$ cat src/rtl/led_pkg.sv
// rtl/led_pkg.sv - shared types and widths for the LED waveform blocks
package led_pkg;

  localparam int THR_W = 9;
  localparam int RST_W = 16;

  localparam logic [THR_W-1:0] HIGH_MAX = '1;
  localparam logic [RST_W-1:0] LOW_MAX  = '1;

  typedef enum logic [1:0] {
    IDLE  = 2'd0,
    HIGH  = 2'd1,
    LOW   = 2'd2,
    STALL = 2'd3
  } dec_state_t;

endpackage

$ cat src/rtl/waveform_dec_if.sv
// rtl/waveform_dec_if.sv - decoded byte / frame event bundle
interface waveform_dec_if;

  logic       byte_vld_o;
  logic [7:0] byte_data_o;
  logic       frame_end_o;
  logic       err_o;

  modport master (
    output byte_vld_o,
    output byte_data_o,
    output frame_end_o,
    output err_o
  );

  modport slave (
    input byte_vld_o,
    input byte_data_o,
    input frame_end_o,
    input err_o
  );

endinterface

$ cat src/rtl/line_sync.sv
// rtl/line_sync.sv - 2-flop synchronizer for an asynchronous pad input
module line_sync (
  input  logic clk_i,
  input  logic rst_n_i,
  input  logic async_i,
  output logic sync_o
);

  logic meta_q;
  logic sync_q;

  always_ff @(posedge clk_i) begin
    if (!rst_n_i) begin
      meta_q <= 1'b0;
      sync_q <= 1'b0;
    end else begin
      meta_q <= async_i;
      sync_q <= meta_q;
    end
  end

  assign sync_o = sync_q;

endmodule

$ cat src/rtl/waveform_dec.sv
// rtl/waveform_dec.sv - single-wire pulse-width decoder to MSB-first bytes
module waveform_dec
  import led_pkg::*;
(
  input  logic             clk_i,
  input  logic             rst_n_i,
  input  logic             bit_code_i,
  input  logic [THR_W-1:0] reg_thr_time_i,
  input  logic [RST_W-1:0] reg_rst_time_i,
  waveform_dec_if.master   dec_if
);

  logic             line_s;
  logic             line_d;
  logic             rise;
  logic             fall;
  logic [THR_W-1:0] high_cnt;
  logic [RST_W-1:0] low_cnt;

  dec_state_t state_q, state_d;
  logic [2:0] bit_idx_q, bit_idx_d;
  // Only the 7 pending bits are kept; the 8th lands directly in the output byte.
  logic [6:0] shreg_q, shreg_d;
  logic [7:0] byte_data_q, byte_data_d;
  logic       byte_vld_q, byte_vld_d;
  logic       frame_end_q, frame_end_d;
  logic       err_q, err_d;
  logic       bit_val;

  line_sync u_line_sync (
    .clk_i   (clk_i),
    .rst_n_i (rst_n_i),
    .async_i (bit_code_i),
    .sync_o  (line_s)
  );

  always_ff @(posedge clk_i) begin
    if (!rst_n_i) line_d <= 1'b0;
    else          line_d <= line_s;
  end

  assign rise = line_s & ~line_d;
  assign fall = ~line_s & line_d;

  always_ff @(posedge clk_i) begin
    if (!rst_n_i)                         high_cnt <= '0;
    else if (rise)                        high_cnt <= THR_W'(1);
    else if (line_s && high_cnt != HIGH_MAX) high_cnt <= high_cnt + THR_W'(1);
  end

  always_ff @(posedge clk_i) begin
    if (!rst_n_i)                  low_cnt <= '0;
    else if (line_s)               low_cnt <= '0;
    else if (fall)                 low_cnt <= RST_W'(1);
    else if (low_cnt != LOW_MAX)   low_cnt <= low_cnt + RST_W'(1);
  end

  assign bit_val = (high_cnt > reg_thr_time_i);

  always_ff @(posedge clk_i) begin
    if (!rst_n_i) begin
      state_q     <= IDLE;
      bit_idx_q   <= '0;
      shreg_q     <= '0;
      byte_data_q <= '0;
      byte_vld_q  <= 1'b0;
      frame_end_q <= 1'b0;
      err_q       <= 1'b0;
    end else begin
      state_q     <= state_d;
      bit_idx_q   <= bit_idx_d;
      shreg_q     <= shreg_d;
      byte_data_q <= byte_data_d;
      byte_vld_q  <= byte_vld_d;
      frame_end_q <= frame_end_d;
      err_q       <= err_d;
    end
  end

  always_comb begin
    state_d     = state_q;
    bit_idx_d   = bit_idx_q;
    shreg_d     = shreg_q;
    byte_data_d = byte_data_q;
    byte_vld_d  = 1'b0;
    frame_end_d = 1'b0;
    err_d       = 1'b0;

    case (state_q)
      IDLE: begin
        if (rise) state_d = HIGH;
      end
      HIGH: begin
        if (fall) begin
          shreg_d   = {shreg_q[5:0], bit_val};
          bit_idx_d = bit_idx_q + 3'd1;
          state_d   = LOW;
          if (bit_idx_q == 3'd7) begin
            byte_data_d = {shreg_q, bit_val};
            byte_vld_d  = 1'b1;
          end
        end else if (line_s && high_cnt == HIGH_MAX) begin
          err_d     = 1'b1;
          bit_idx_d = '0;
          state_d   = STALL;
        end
      end
      STALL: begin
        if (fall) state_d = LOW;
      end
      LOW: begin
        if (rise) begin
          state_d = HIGH;
        end else if (low_cnt == reg_rst_time_i) begin
          frame_end_d = 1'b1;
          err_d       = (bit_idx_q != 3'd0);
          bit_idx_d   = '0;
          state_d     = IDLE;
        end
      end
      default: state_d = IDLE;
    endcase
  end

  assign dec_if.byte_vld_o  = byte_vld_q;
  assign dec_if.byte_data_o = byte_data_q;
  assign dec_if.frame_end_o = frame_end_q;
  assign dec_if.err_o       = err_q;

endmodule

$ cat src/flat_wrapper.sv
// flat-port wrapper written by rule: the top's interface ports become plain ports
module waveform_dec_flat import led_pkg::*;
  (clk_i, rst_n_i, bit_code_i, reg_thr_time_i, reg_rst_time_i, dec_if_byte_vld_o, dec_if_byte_data_o, dec_if_frame_end_o, dec_if_err_o);
  waveform_dec_if dec_if_i ();
  input  logic clk_i;
  input  logic rst_n_i;
  input  logic bit_code_i;
  input  logic [THR_W-1:0] reg_thr_time_i;
  input  logic [RST_W-1:0] reg_rst_time_i;
  output wire logic [$bits(dec_if_i.byte_vld_o)-1:0] dec_if_byte_vld_o;
  output wire logic [$bits(dec_if_i.byte_data_o)-1:0] dec_if_byte_data_o;
  output wire logic [$bits(dec_if_i.frame_end_o)-1:0] dec_if_frame_end_o;
  output wire logic [$bits(dec_if_i.err_o)-1:0] dec_if_err_o;
  assign dec_if_byte_vld_o = dec_if_i.byte_vld_o;
  assign dec_if_byte_data_o = dec_if_i.byte_data_o;
  assign dec_if_frame_end_o = dec_if_i.frame_end_o;
  assign dec_if_err_o = dec_if_i.err_o;
  waveform_dec u_core (.clk_i(clk_i), .rst_n_i(rst_n_i), .bit_code_i(bit_code_i), .reg_thr_time_i(reg_thr_time_i), .reg_rst_time_i(reg_rst_time_i), .dec_if(dec_if_i));
endmodule
$ cat config.mk
export PLATFORM = sky130hd
export DESIGN_NAME = waveform_dec_flat
export DESIGN_NICKNAME = d
export VERILOG_FILES = /design/src/rtl/led_pkg.sv /design/src/rtl/waveform_dec_if.sv /design/src/rtl/line_sync.sv /design/src/rtl/waveform_dec.sv /design/src/flat_wrapper.sv
export SDC_FILE = /design/constraint.sdc
export NUM_CORES = 1
export LEC_CHECK = 0
export CORE_UTILIZATION = 55
export CTS_CLUSTER_DIAMETER = 200
export CTS_CLUSTER_SIZE = 12
export DETAILED_ROUTE_END_ITERATION = 7
export PLACE_DENSITY = 0.88
export RECOVER_POWER = 100
export REMOVE_ABC_BUFFERS = 1
export SYNTH_ARGS = -nofsm -noshare
export SYNTH_HDL_FRONTEND = slang
export SYNTH_SLANG_ARGS = --single-unit
$ cat constraint.sdc
create_clock -name clk_i -period 2.5 [get_ports clk_i]
set_clock_uncertainty 0.15 [all_clocks]
set_input_delay 0.5 -clock clk_i [delete_from_list [all_inputs] [get_ports clk_i]]
set_output_delay 0.5 -clock clk_i [all_outputs]
set_load 0.1 [all_outputs]
# Word level (Yosys, flattened, before mapping)
# Index checks and enable logic that the tools add are counted.
[op_classes] n_mux=23 n_eq_ne=14 bitwise_logic=6 reduce_logical=16 order_cmp=1 addsub=3
[op_table] operator="$add A16 B1 Y16 const B" count=1
[op_table] operator="$eq A16 B16 Y1" count=1
[op_table] operator="$ne A16 B16 Y1 const B" count=1
[op_table] operator="$mux W2" count=6
[op_table] operator="$mux W3" count=4
[op_table] operator="$mux W1" count=10
[op_table] operator="$add A9 B1 Y9 const B" count=1
[op_table] operator="$eq A9 B9 Y1 const B" count=1
[op_table] operator="$gt A9 B9 Y1" count=1
[op_table] operator="$ne A9 B9 Y1 const B" count=1
[op_table] operator="$pmux W2 S4" count=1
[op_table] operator="$reduce_and A4 Y1" count=2
[op_table] operator="$ne A2 B1 Y1 const B" count=3
[op_table] operator="$ne A3 B1 Y1 const B" count=2
[op_table] operator="$pmux W3 S2" count=1
[op_table] operator="$reduce_and A3 Y1" count=2
[op_table] operator="$reduce_bool A2 Y1" count=3
[op_table] operator="$reduce_or A3 Y1" count=2
[op_table] operator="$eq A2 B2 Y1 const B" count=2
[op_table] operator="$not A1 Y1" count=4
[op_table] operator="$reduce_or A2 Y1" count=2
[op_table] operator="$add A3 B1 Y3 const B" count=1
[op_table] operator="$eq A3 B3 Y1 const B" count=1
[op_table] operator="$reduce_bool A3 Y1" count=1
[op_table] operator="7 further kinds" count=9
[word_totals] elab_cells=77 reg_bits=51 out_inout_bits=11 input_bits=28

# Logic depth before layout (Yosys ltp)
# Gate-level depths: netlist of run 1.
[logic_depth] word_depth=5 ltp_mapped=10 mapped_depth_nobuf=9

# Modules after synthesis
# From an unflattened synthesis of run 1, not the netlist that was laid out.
[hier_totals] cells_unflattened=331 area_unflattened_um2=2747.6
[modules_own_cells] module="waveform_dec" seq_area_each_um2=980.9 area_each_um2=2695.1 cells_per_inst=327 instances=1
[modules_own_cells] module="line_sync" seq_area_each_um2=40.0 area_each_um2=52.6 cells_per_inst=4 instances=1

# Worst setup path after synthesis of run 1
# OpenSTA, ideal clock, no wires.
[synth_path] path_kind="reg2reg" startpoint="reg u_core.high_cnt[0]" endpoint="reg u_core.high_cnt[5]" required_time_ps=2278 arrival_time_ps=1731 path_slack_ps=547 path_stages_with_launch=10 synth_period_minus_slack_ps=1953 n_path_buf=1 setup_ps=72 path_cell_list="dfxtp_1 > ha_1 > nand3_1 > nor2_1 > ha_1 > nor2b_1 > clkbuf_2 > nand4_1 > or3_1 > a21oi_1"
[synth_between] elab_chain_cells=2 elab_cells_between_ends=3 classes_between="add/sub: 1; eq/ne: 1; reduce/logical: 1"
[synth_rtl] element="start, declared" line_no="waveform_dec.sv:17" source="logic [THR_W-1:0] high_cnt;"
[synth_rtl] element="start signal, assigned" line_no="waveform_dec.sv:48" source="else if (line_s && high_cnt != HIGH_MAX) high_cnt <= high_cnt + THR_W'(1);"
[synth_rtl] element="branches (longest 2 deep; another with $add A9 B1 Y9)"
# Parallel ways; which one is timed is not known.
# A chain may end at the register's enable or synchronous reset.

# Final worst setup path of run 1
[layout_path] startpoint="in rst_n_i" endpoint="reg u_core.byte_data_q[1] (netlist: u_core.dec_if.byte_data_o[1])"
[layout_rtl] element="start, declared" line_no="flat_wrapper.sv:6" source="input logic rst_n_i;"
[layout_rtl] element="end signal, assigned" line_no="waveform_dec.sv:73" source="byte_data_q <= byte_data_d;"
[layout_rtl] element="end, declared" line_no="waveform_dec.sv:24" source="logic [7:0] byte_data_q, byte_data_d;"
# No word-level cell between the ends.

==> metrics.md, run 1 <==
| Metric | Value |
|---|---|
| Status | `finished, final reports clean` |
| Post-CTS sizing | `0` |
| DRC viols | `0` |
| Crit-path max FO | `17` |
| Area share of the largest cell type after synthesis | `36.6%` |
| Crit path capture type | `register` |
| Layout area overhead | `14.8%` |
| Synthesized flop and latch total | `51` |
| 1st-pass router iterations | `4` |
| Worst-margin pin slew | `1.17 ns` |
| Hold Crit Depth | `1` |
| H-Tree Depth | `2` |
| Layout Nets | `411` |
| DR vias/cell | `5.27` |
| Proportion of layout cells with a drive suffix above 1 | `4.93%` |
| First-pass GRT wire length | `8.98 mm` |
| Multi-input gate area | `1590 um2` |
| Crit-path slowest cell | `dlygate4sd3_1` |
| Worst-path clk slew | `0.10 ns` |
| Inserted Clock Buffers | `5` |
| Hold endpoint | `u_core.u_line_sync.sync_o` |
| CTS Root Cell | `clkbuf_8` |
| DR vias | `2278` |
| Worst path top cell family by delay | `buffers and inverters` |
| Max clock buf depth | `2` |
| Full die area | `5360 um2` |
| CTS Hold Buffers Added | `0` |
| Antenna Violating Nets Remaining | `0` |
| Gpl congestion | `0.838` |
| Leak Pwr | `1.20 nW` |
| Crit path cell chain | `dlygate4sd3_1 > clkbuf_1 > clkbuf_1 > a21boi_0` |
| Fraction of the yosys area taken by sequential cells | `36.6%` |
| EDFF count, synth | `0` |
| Largest net degree at the start of global routing | `18` |
| CP Class | `primary input to register` |
| Unrepaired setup endpoints after global routing | `false` |
| Cell with the most instances on the worst path | `clkbuf_1` |
| Critical Path Start Type | `primary input` |
| Most frequent cells in the layout | `dfxtp_1 (51), nand2_1 (49), nor2_1 (27), clkdlybuf4s50_1 (25), inv_1 (20)` |
| Synthesized area | `2790 um2` |
| Leading area contributor after synthesis | `dfxtp_1` |
| Grt ovf | `0` |
| CP peak stage delay | `0.57 ns` |
| Mean post-synth cell area | `8.55 um2` |
| Required time of the critical path | `2.58 ns` |
| Worst Path Buf+Inv | `3` |
| Wire per inst | `12.0 um` |
| Core outline area | `4790 um2` |
| Post-CTS setup repair buffer count | `0` |
| FILL cells | `403` |
| Peak supply drop | `0.329 mV` |
| Rel. slew slack | `22.6%` |
| Syn. warnings | `0` |
| Final period util | `86.6%` |
| Post-synthesis cell count | `326` |
| Vias in the first global route | `2133` |
| Hold Crit Start | `u_core.u_line_sync.meta_q` |
| Fin cells | `432` |
| Clock sinks | `51` |
| Max frequency | `462 MHz` |
| Worst Path Arrival | `2.25 ns` |
| Max-slew violation count | `0` |
| Final Hold Fails | `0` |
| Antenna violations before repair | `0` |
| Initial drt markers | `82` |
| Synth Flop Type | `dfxtp_1` |
| Tmin final | `2.17 ns` |
| Site row count | `25` |
| Register area | `1020 um2` |
| Post-Route WL | `5.17 mm` |
| Synth top area cells | `dfxtp_1 (37%), ha_1 (8.5%), nand2_1 (6.6%)` |
| Initial core utilization | `58.3%` |
| CTS tree | `yes` |
| Most common cell after layout, fill and taps aside | `dfxtp_1` |
| Reg2reg setup slack | `0.38 ns` |
| Max-cap violation count | `0` |
| Clk_lat worst skew | `0.30 ns` |
| Worst r2r path cells | `10` |
| I/O pin cnt | `39` |
| Setup TNS | `0 ns` |
| Die height | `73.2 um` |
| RR Endpoint | `u_core.high_cnt[6]` |
| Ys async rst share | `0%` |
| Placed wire-length estimate | `4.02 mm` |
| Worst r2r src | `u_core.high_cnt[0]` |
| Worst min path class | `register to register` |
| Cell variety after synth | `50` |
| Port bufs | `38` |
| Power Density | `503 nW/um2` |
| Die outline width | `73.2 um` |
| Finish-stage setup viols | `0` |
| Antenna Cells | `0` |
| Total GRT Usage | `21.4%` |
| Placed Cells | `424` |
-- metal layers --
metal	share of wire (%)	track usage (%)	wire, um	vias up
met1	46	25.0	2370	1047
met5	0	0	0	-
met4	0.33	5.66	17	0
met2	50	38.7	2610	41
li1	-	-	-	1188
met3	3.4	5.11	174	2
-- cells by family after synthesis --
logic type | after synthesis | synth area share, %
buffers and inverters | 32 | 5.43
AOI/OAI and AO/OA | 58 | 13.9
muxes | 4 | 1.44
DFF | 51 | 36.6
xor gates and xnor gates | 29 | 9.11
adders and majority gates | 19 | 8.52
and+or+nand+nor | 133 | 25.0
-- metrics by stage --
step	hold slack [ns]	total power, mW	instance area (um2)	worst slack, ns	util (%)
floorplan	0.262	1.04	2710	0.450	-
global placement	0.281	1.13	3190	0.231	66.6
detailed placement	0.278	1.14	3190	0.172	66.6
CTS	0.303	1.63	3290	0.450	68.7
global route	0.310	1.70	3200	0.189	66.9
finish	0.297	1.61	3200	0.334	66.9
-- layout make-up --
class | count | share of cell area [%]
flip-flops and latches | 51 | 31.9
repair buffers | 43 | 10.4
clock inverters | 2 | 0.508
multi-input cells | 243 | 49.6
inverters | 20 | 2.34
clock buffers | 6 | 2.58
well taps | 67 | 2.62
-- report_power, final --
group          internal (mW)  switching (mW)  leakage (nW)
registers              0.828          0.0205         0.412
clock network          0.226           0.265        0.0474
logic                  0.132           0.140         0.742
-- state kept, by name, summed over array words and instances (netlist names) --
register	count
u_core.state_q	2
u_core.dec_if.byte_data_o	8
u_core.high_cnt	9
u_core.dec_if.frame_end_o	1
u_core.low_cnt	16
u_core.u_line_sync.meta_q	1
u_core.dec_if.err_o	1
u_core.shreg_q	7
u_core.dec_if.byte_vld_o	1
u_core.bit_idx_q	3
u_core.line_d	1
u_core.u_line_sync.sync_o	1
-- worst reg2reg max path: cells and delay by family (launching register included) --
family | cells | cell delay [ns]
XOR/XNOR | 1 | 0.15
adder cells (fa/ha/maj) | 2 | 0.46
buffers and inverters | 1 | 0.23
flip-flops | 1 | 0.36
AND/OR/NAND/NOR | 6 | 0.66
-- how the worst max path moves through the flow --
| stage | start | endpoint | depth (start not counted) | slack [ns] |
|---|---|---|---|---|
| CTS | u_core.high_cnt[0] | u_core.high_cnt[7] | 8 | 0.45 |
| finish | rst_n_i | u_core.dec_if.byte_data_o[1] | 4 | 0.33 |
| global placement | reg_thr_time_i[1] | u_core.dec_if.byte_data_o[0] | 8 | 0.23 |
| detailed placement | reg_thr_time_i[4] | u_core.dec_if.byte_data_o[0] | 8 | 0.17 |
| floorplan | u_core.high_cnt[0] | u_core.high_cnt[5] | 8 | 0.45 |
| global route | u_core.low_cnt[3] | u_core.low_cnt[0] | 5 | 0.19 |
-- synthesized netlist by cell type (3+ instances only) --
| cell type | n |
|---|---|
| o31ai_1 | 3 |
| nand2b_1 | 5 |
| inv_1 | 20 |
| a21oi_1 | 11 |
| and3_1 | 5 |
| nand2_1 | 49 |
| or3_1 | 4 |
| xnor2_1 | 18 |
| o21ai_0 | 12 |
| and2_1 | 5 |
| ha_1 | 19 |
| xor2_1 | 11 |
| nor2_1 | 26 |
| a21boi_0 | 12 |
| nor3_1 | 4 |
| clkbuf_1 | 6 |
| o211ai_1 | 3 |
| nor2b_1 | 3 |
| nand3_1 | 10 |
| dfxtp_1 | 51 |
| mux2i_1 | 4 |
| o21a_1 | 3 |
| nand4_1 | 10 |
(Power assumes the default switching activity.)
==> run 2, diff against run 1 <==
--- a/config.mk
+++ b/config.mk
@@ -9,6 +9,7 @@
 export CTS_CLUSTER_DIAMETER = 200
 export CTS_CLUSTER_SIZE = 12
 export DETAILED_ROUTE_END_ITERATION = 7
+export GPL_TIMING_DRIVEN = 0
 export PLACE_DENSITY = 0.88
 export RECOVER_POWER = 100
 export REMOVE_ABC_BUFFERS = 1
==> metrics.md, run 2 (synthesis gave the netlist of run 1 again) <==
| Metric | Value |
|---|---|
| Full die area | `5360 um2` |
| Site row count | `25` |
| Max reg flops | `16` |
| Fin cells | `427` |
| Reg2reg setup slack | `0.30 ns` |
| Antenna violations before repair | `0` |
| NetSw | `0.420 mW` |
| Max clock buf depth | `2` |
| Max-cap violation count | `0` |
| Largest net degree at the start of global routing | `32` |
| Grt ovf | `0` |
| 1st-pass router iterations | `4` |
| Final setup margin | `0.0829 ns` |
| Final period util | `96.7%` |
| Max-slew violation count | `0` |
| Flop pwr share | `50.0%` |
| Logic gate share of total power | `15.4%` |
| Internal | `1.28 mW` |
| H-Tree Depth | `2` |
| Peak supply drop | `0.292 mV` |
| CTS Root Cell | `clkbuf_8` |
| Dpl ws | `-0.284 ns` |
| Worst r2r src | `u_core.high_cnt[0]` |
| Placed Cells | `419` |
| Worst-path clk slew | `0.09 ns` |
| Status | `finished, final reports clean` |
| DR vias | `2241` |
| Worst Path Arrival | `1.77 ns` |
| CTS tree | `yes` |
| CP peak stage delay | `1.13 ns` |
| Worst path top cell family by delay | `buffers and inverters` |
| Clk_lat worst skew | `0.30 ns` |
| Initial drt markers | `106` |
| Layout area overhead | `17.9%` |
| Wire per inst | `12.1 um` |
| Leak Pwr | `1.25 nW` |
| Critical Path Start Type | `register` |
| Tmin final | `2.42 ns` |
| Rel. slew slack | `35.9%` |
| Die height | `73.2 um` |
| First-pass GRT wire length | `9.20 mm` |
| Most common cell after layout, fill and taps aside | `dfxtp_1` |
| Antenna Cells | `0` |
| Crit-path slowest cell | `clkdlybuf4s50_1` |
| Post-Route WL | `5.16 mm` |
| Total GRT Usage | `21.9%` |
| Finish-stage setup viols | `0` |
| Sw frac | `24.7%` |
| Unrepaired setup endpoints after global routing | `false` |
| DRC viols | `0` |
| Gpl congestion | `0.802` |
| DR vias/cell | `5.25` |
| Most frequent cells in the layout | `dfxtp_1 (51), nand2_1 (49), clkdlybuf4s50_1 (35), nor2_1 (27), inv_1 (20)` |
| Clock sinks | `51` |
| Placed wire-length estimate | `3.94 mm` |
| Crit path cell chain | `clkdlybuf4s50_1` |
| RR Endpoint | `u_core.high_cnt[7]` |
| I/O pin cnt | `39` |
| Required time of the critical path | `1.85 ns` |
| Worst Path Buf+Inv | `1` |
| Power Density | `517 nW/um2` |
| Port bufs | `38` |
| Hold endpoint | `u_core.u_line_sync.sync_o` |
| Worst-margin pin slew | `0.959 ns` |
| Die outline width | `73.2 um` |
| Vias in the first global route | `2141` |
| Antenna Violating Nets Remaining | `0` |
| Inserted Clock Buffers | `5` |
| Setup TNS | `0 ns` |
| Worst min path class | `register to register` |
| Worst r2r path cells | `8` |
| Most flops, register | `u_core.low_cnt` |
| Layout Nets | `406` |
| Max frequency | `414 MHz` |
| Clk pwr share | `34.6%` |
| Core outline area | `4790 um2` |
| Crit path capture type | `output port` |
| Initial core utilization | `58.3%` |
| Final Hold Fails | `0` |
| Hold Crit Start | `u_core.u_line_sync.meta_q` |
| Post-CTS setup repair buffer count | `0` |
| Hold Crit Depth | `1` |
| Proportion of layout cells with a drive suffix above 1 | `5.00%` |
| Crit-path max FO | `2` |
| CP Class | `register to output port` |
run 2: worst max path at each step:
stage,startpoint,endpoint,cells after the start
finish,u_core.dec_if.byte_data_o[5],dec_if_byte_data_o[5],1
global route,u_core.dec_if.byte_data_o[6],dec_if_byte_data_o[6],1
CTS,rst_n_i,u_core.low_cnt[14],5
detailed placement,rst_n_i,u_core.low_cnt[14],5
global placement,rst_n_i,u_core.low_cnt[14],5
floorplan,u_core.high_cnt[0],u_core.high_cnt[5],8
run 2: power by group through the flow:
| stage | registers (mW) | logic (mW) | clock network [mW] |
|---|---|---|---|
| floorplan | 0.863 | 0.180 | 0 |
| global placement | 0.866 | 0.257 | 0 |
| detailed placement | 0.869 | 0.265 | 0 |
| CTS | 0.850 | 0.267 | 0.596 |
| global route | 0.854 | 0.297 | 0.623 |
| finish | 0.851 | 0.262 | 0.588 |
run 2: cell type report:
class,instances,area [um2]
Multi-Input combinational cell,243,1610
Inverter,20,75.1
Clock inverter,2,35.0
Timing Repair Buffer,38,383
Sequential cell,51,1020
Tap cell,67,83.8
Fill cell,391,1500
Clock buffer,6,82.6
run 2: what timing repair did:
| item | in CTS | in global routing |
|---|---|---|
| gates resized for setup | 0 | 2 |
| endpoints found under the setup margin | 0 | 18 |
| hold buffers | 0 | 0 |
run 2: metrics by stage:
step           hold WS, ns  power [mW]  cell area, um2  util [%]
5_1_grt              0.328        1.77            3290      68.7
3_3_place_gp         0.275        1.12            3180      66.4
2_1_floorplan        0.262        1.04            2710         -
4_1_cts              0.302        1.71            3290      68.8
3_5_place_dp         0.277        1.13            3180      66.4
6_report             0.302        1.70            3290      68.7
run 2: metal layers:
metal / vias to the layer above / global-route usage (%) / wire, um
met5: - / 0 / 0
met1: 1017 / 25.3 / 2370
met2: 43 / 40.1 / 2610
met4: 0 / 6.32 / 22
met3: 2 / 4.70 / 158
li1: 1179 / - / -
==> run 3, diff against run 2 <==
--- a/config.mk
+++ b/config.mk
@@ -5,12 +5,12 @@
 export SDC_FILE = /design/constraint.sdc
 export NUM_CORES = 1
 export LEC_CHECK = 0
-export CORE_UTILIZATION = 55
+export CORE_UTILIZATION = 45
 export CTS_CLUSTER_DIAMETER = 200
 export CTS_CLUSTER_SIZE = 12
 export DETAILED_ROUTE_END_ITERATION = 7
 export GPL_TIMING_DRIVEN = 0
-export PLACE_DENSITY = 0.88
+export PLACE_DENSITY = 0.76
 export RECOVER_POWER = 100
 export REMOVE_ABC_BUFFERS = 1
 export SYNTH_ARGS = -nofsm -noshare
==> metrics.md, run 3 (synthesis gave the netlist of run 1 again) <==
| Metric | Value |
|---|---|
| Sum of routed wire segments on met1 | `2.40 mm` |
| Power, Total | `1.72 mW` |
| Worst path top cell family by delay | `buffers and inverters` |
| CP peak stage delay | `1.13 ns` |
| Gpl congestion | `0.789` |
| Crit-path slowest cell | `clkdlybuf4s50_1` |
| Initial core utilization | `46.8%` |
| Post-DP Area | `3190 um2` |
| Hold endpoint | `u_core.u_line_sync.sync_o` |
| Max-slew violation count | `0` |
| DR vias/cell | `5.16` |
| Hold Crit Start | `u_core.u_line_sync.meta_q` |
| Final Util | `55.0%` |
| Sw frac | `25.4%` |
| Hold Crit Depth | `1` |
| Tmin final | `2.43 ns` |
| Clock sinks | `51` |
| Grt ovf | `0` |
| Vias in the first global route | `2172` |
| Worst Path Arrival | `1.78 ns` |
| Internal | `1.29 mW` |
| Inserted Clock Buffers | `5` |
| Worst path depth | `1` |
| Final Hold Fails | `0` |
| Most frequent cells in the layout | `dfxtp_1 (51), nand2_1 (49), clkdlybuf4s50_1 (34), nor2_1 (27), inv_1 (20)` |
| Max reg flops | `16` |
| Antenna Violating Nets Remaining | `0` |
| Clk_lat worst skew | `0.31 ns` |
| CTS Hold Buffers Added | `0` |
| DR top layer | `met4` |
| Initial drt markers | `127` |
| Worst Path Buf+Inv | `1` |
| Critical Path Start Type | `register` |
| Flop pwr share | `49.4%` |
| Post-CTS sizing | `0` |
| Crit path capture type | `output port` |
| CTS Root Cell | `clkbuf_8` |
| Status | `finished, final reports clean` |
| Most flops, register | `u_core.low_cnt` |
| Die outline width | `80.7 um` |
| CTS tree | `yes` |
| First-pass GRT wire length | `9.13 mm` |
| Max-cap violation count | `0` |
| Max clock buf depth | `2` |
| DRC viols | `0` |
| Worst r2r path cells | `8` |
| Crit path cell chain | `clkdlybuf4s50_1` |
| Largest net degree at the start of global routing | `32` |
| Site row count | `28` |
| Worst-margin pin slew | `1.16 ns` |
| Detail Route met3 WL | `214 um` |
| Most common cell after layout, fill and taps aside | `dfxtp_1` |
| DR vias | `2244` |
| Placed wire-length estimate | `3.93 mm` |
| Worst-path clk slew | `0.10 ns` |
| Power Density | `526 nW/um2` |
| Reg2reg setup slack | `0.29 ns` |
| Fin cells | `435` |
| Post-CTS setup repair buffer count | `0` |
| Layout area overhead | `17.4%` |
| Max frequency | `412 MHz` |
| Worst min path class | `register to register` |
| Logic gate share of total power | `15.3%` |
| Unrepaired setup endpoints after global routing | `false` |
| Antenna violations before repair | `0` |
| Leak Pwr | `1.22 nW` |
| Proportion of layout cells with a drive suffix above 1 | `4.44%` |
| Worst r2r src | `u_core.high_cnt[0]` |
| RR Endpoint | `u_core.high_cnt[7]` |
| I/O pin cnt | `39` |
| Wire per inst | `11.8 um` |
| Crit-path max FO | `2` |
| Placed Cells | `427` |
| CP Class | `register to output port` |
| Core outline area | `5960 um2` |
| 1st-pass router iterations | `4` |
| Port bufs | `38` |
| Clk pwr share | `35.3%` |
| Full die area | `6520 um2` |
| Total GRT Usage | `17.8%` |
| NetSw | `0.438 mW` |
| Rel. slew slack | `23.0%` |
| Finish-stage setup viols | `0` |
| Required time of the critical path | `1.85 ns` |
| Met2 wire len | `2.50 mm` |
| Final instance area | `3270 um2` |
| Post-Route WL | `5.15 mm` |
| Antenna Cells | `0` |
| H-Tree Depth | `2` |
| Peak supply drop | `0.319 mV` |
| Die height | `80.7 um` |
| Final period util | `97.0%` |
| Hold WS | `0.297 ns` |
| Layout Nets | `406` |
## run 3: worst max path at each step
stage	start	end	slack, ns
CTS	rst_n_i	u_core.low_cnt[14]	0.001
global placement	rst_n_i	u_core.low_cnt[14]	-0.33
floorplan	u_core.high_cnt[0]	u_core.high_cnt[5]	0.45
finish	u_core.dec_if.byte_data_o[6]	dec_if_byte_data_o[6]	0.07
global route	u_core.dec_if.byte_data_o[6]	dec_if_byte_data_o[6]	0.007
detailed placement	rst_n_i	u_core.low_cnt[14]	-0.32
## run 3: through the flow
| stage | setup WS [ns] | TNS (ns) |
|---|---|---|
| floorplan | 0.450 | 0 |
| global placement | -0.326 | -3.70 |
| detailed placement | -0.315 | -3.68 |
| CTS | 0.000989 | 0 |
| global route | 0.00660 | 0 |
| finish | 0.0745 | 0 |
## run 3: power groups by stage
stage               clock network (mW)  registers (mW)  logic (mW)
floorplan                            0           0.863       0.180
global placement                     0           0.867       0.259
detailed placement                   0           0.869       0.268
CTS                              0.621           0.850       0.270
global route                     0.651           0.853       0.293
finish                           0.609           0.851       0.264
## run 3: area by class of cell
class,instances,area [um2]
Clock buffer,6,82.6
Clock inverter,2,38.8
Fill cell,584,2680
Inverter,20,75.1
Multi-Input combinational cell,243,1600
Sequential cell,51,1020
Tap cell,75,93.8
Timing Repair Buffer,38,368
## run 3: per-layer routing
metal	vias up	track usage, %
met5	-	0
met4	0	4.46
met3	4	4.66
met2	46	32.1
met1	1018	20.7
li1	1176	-
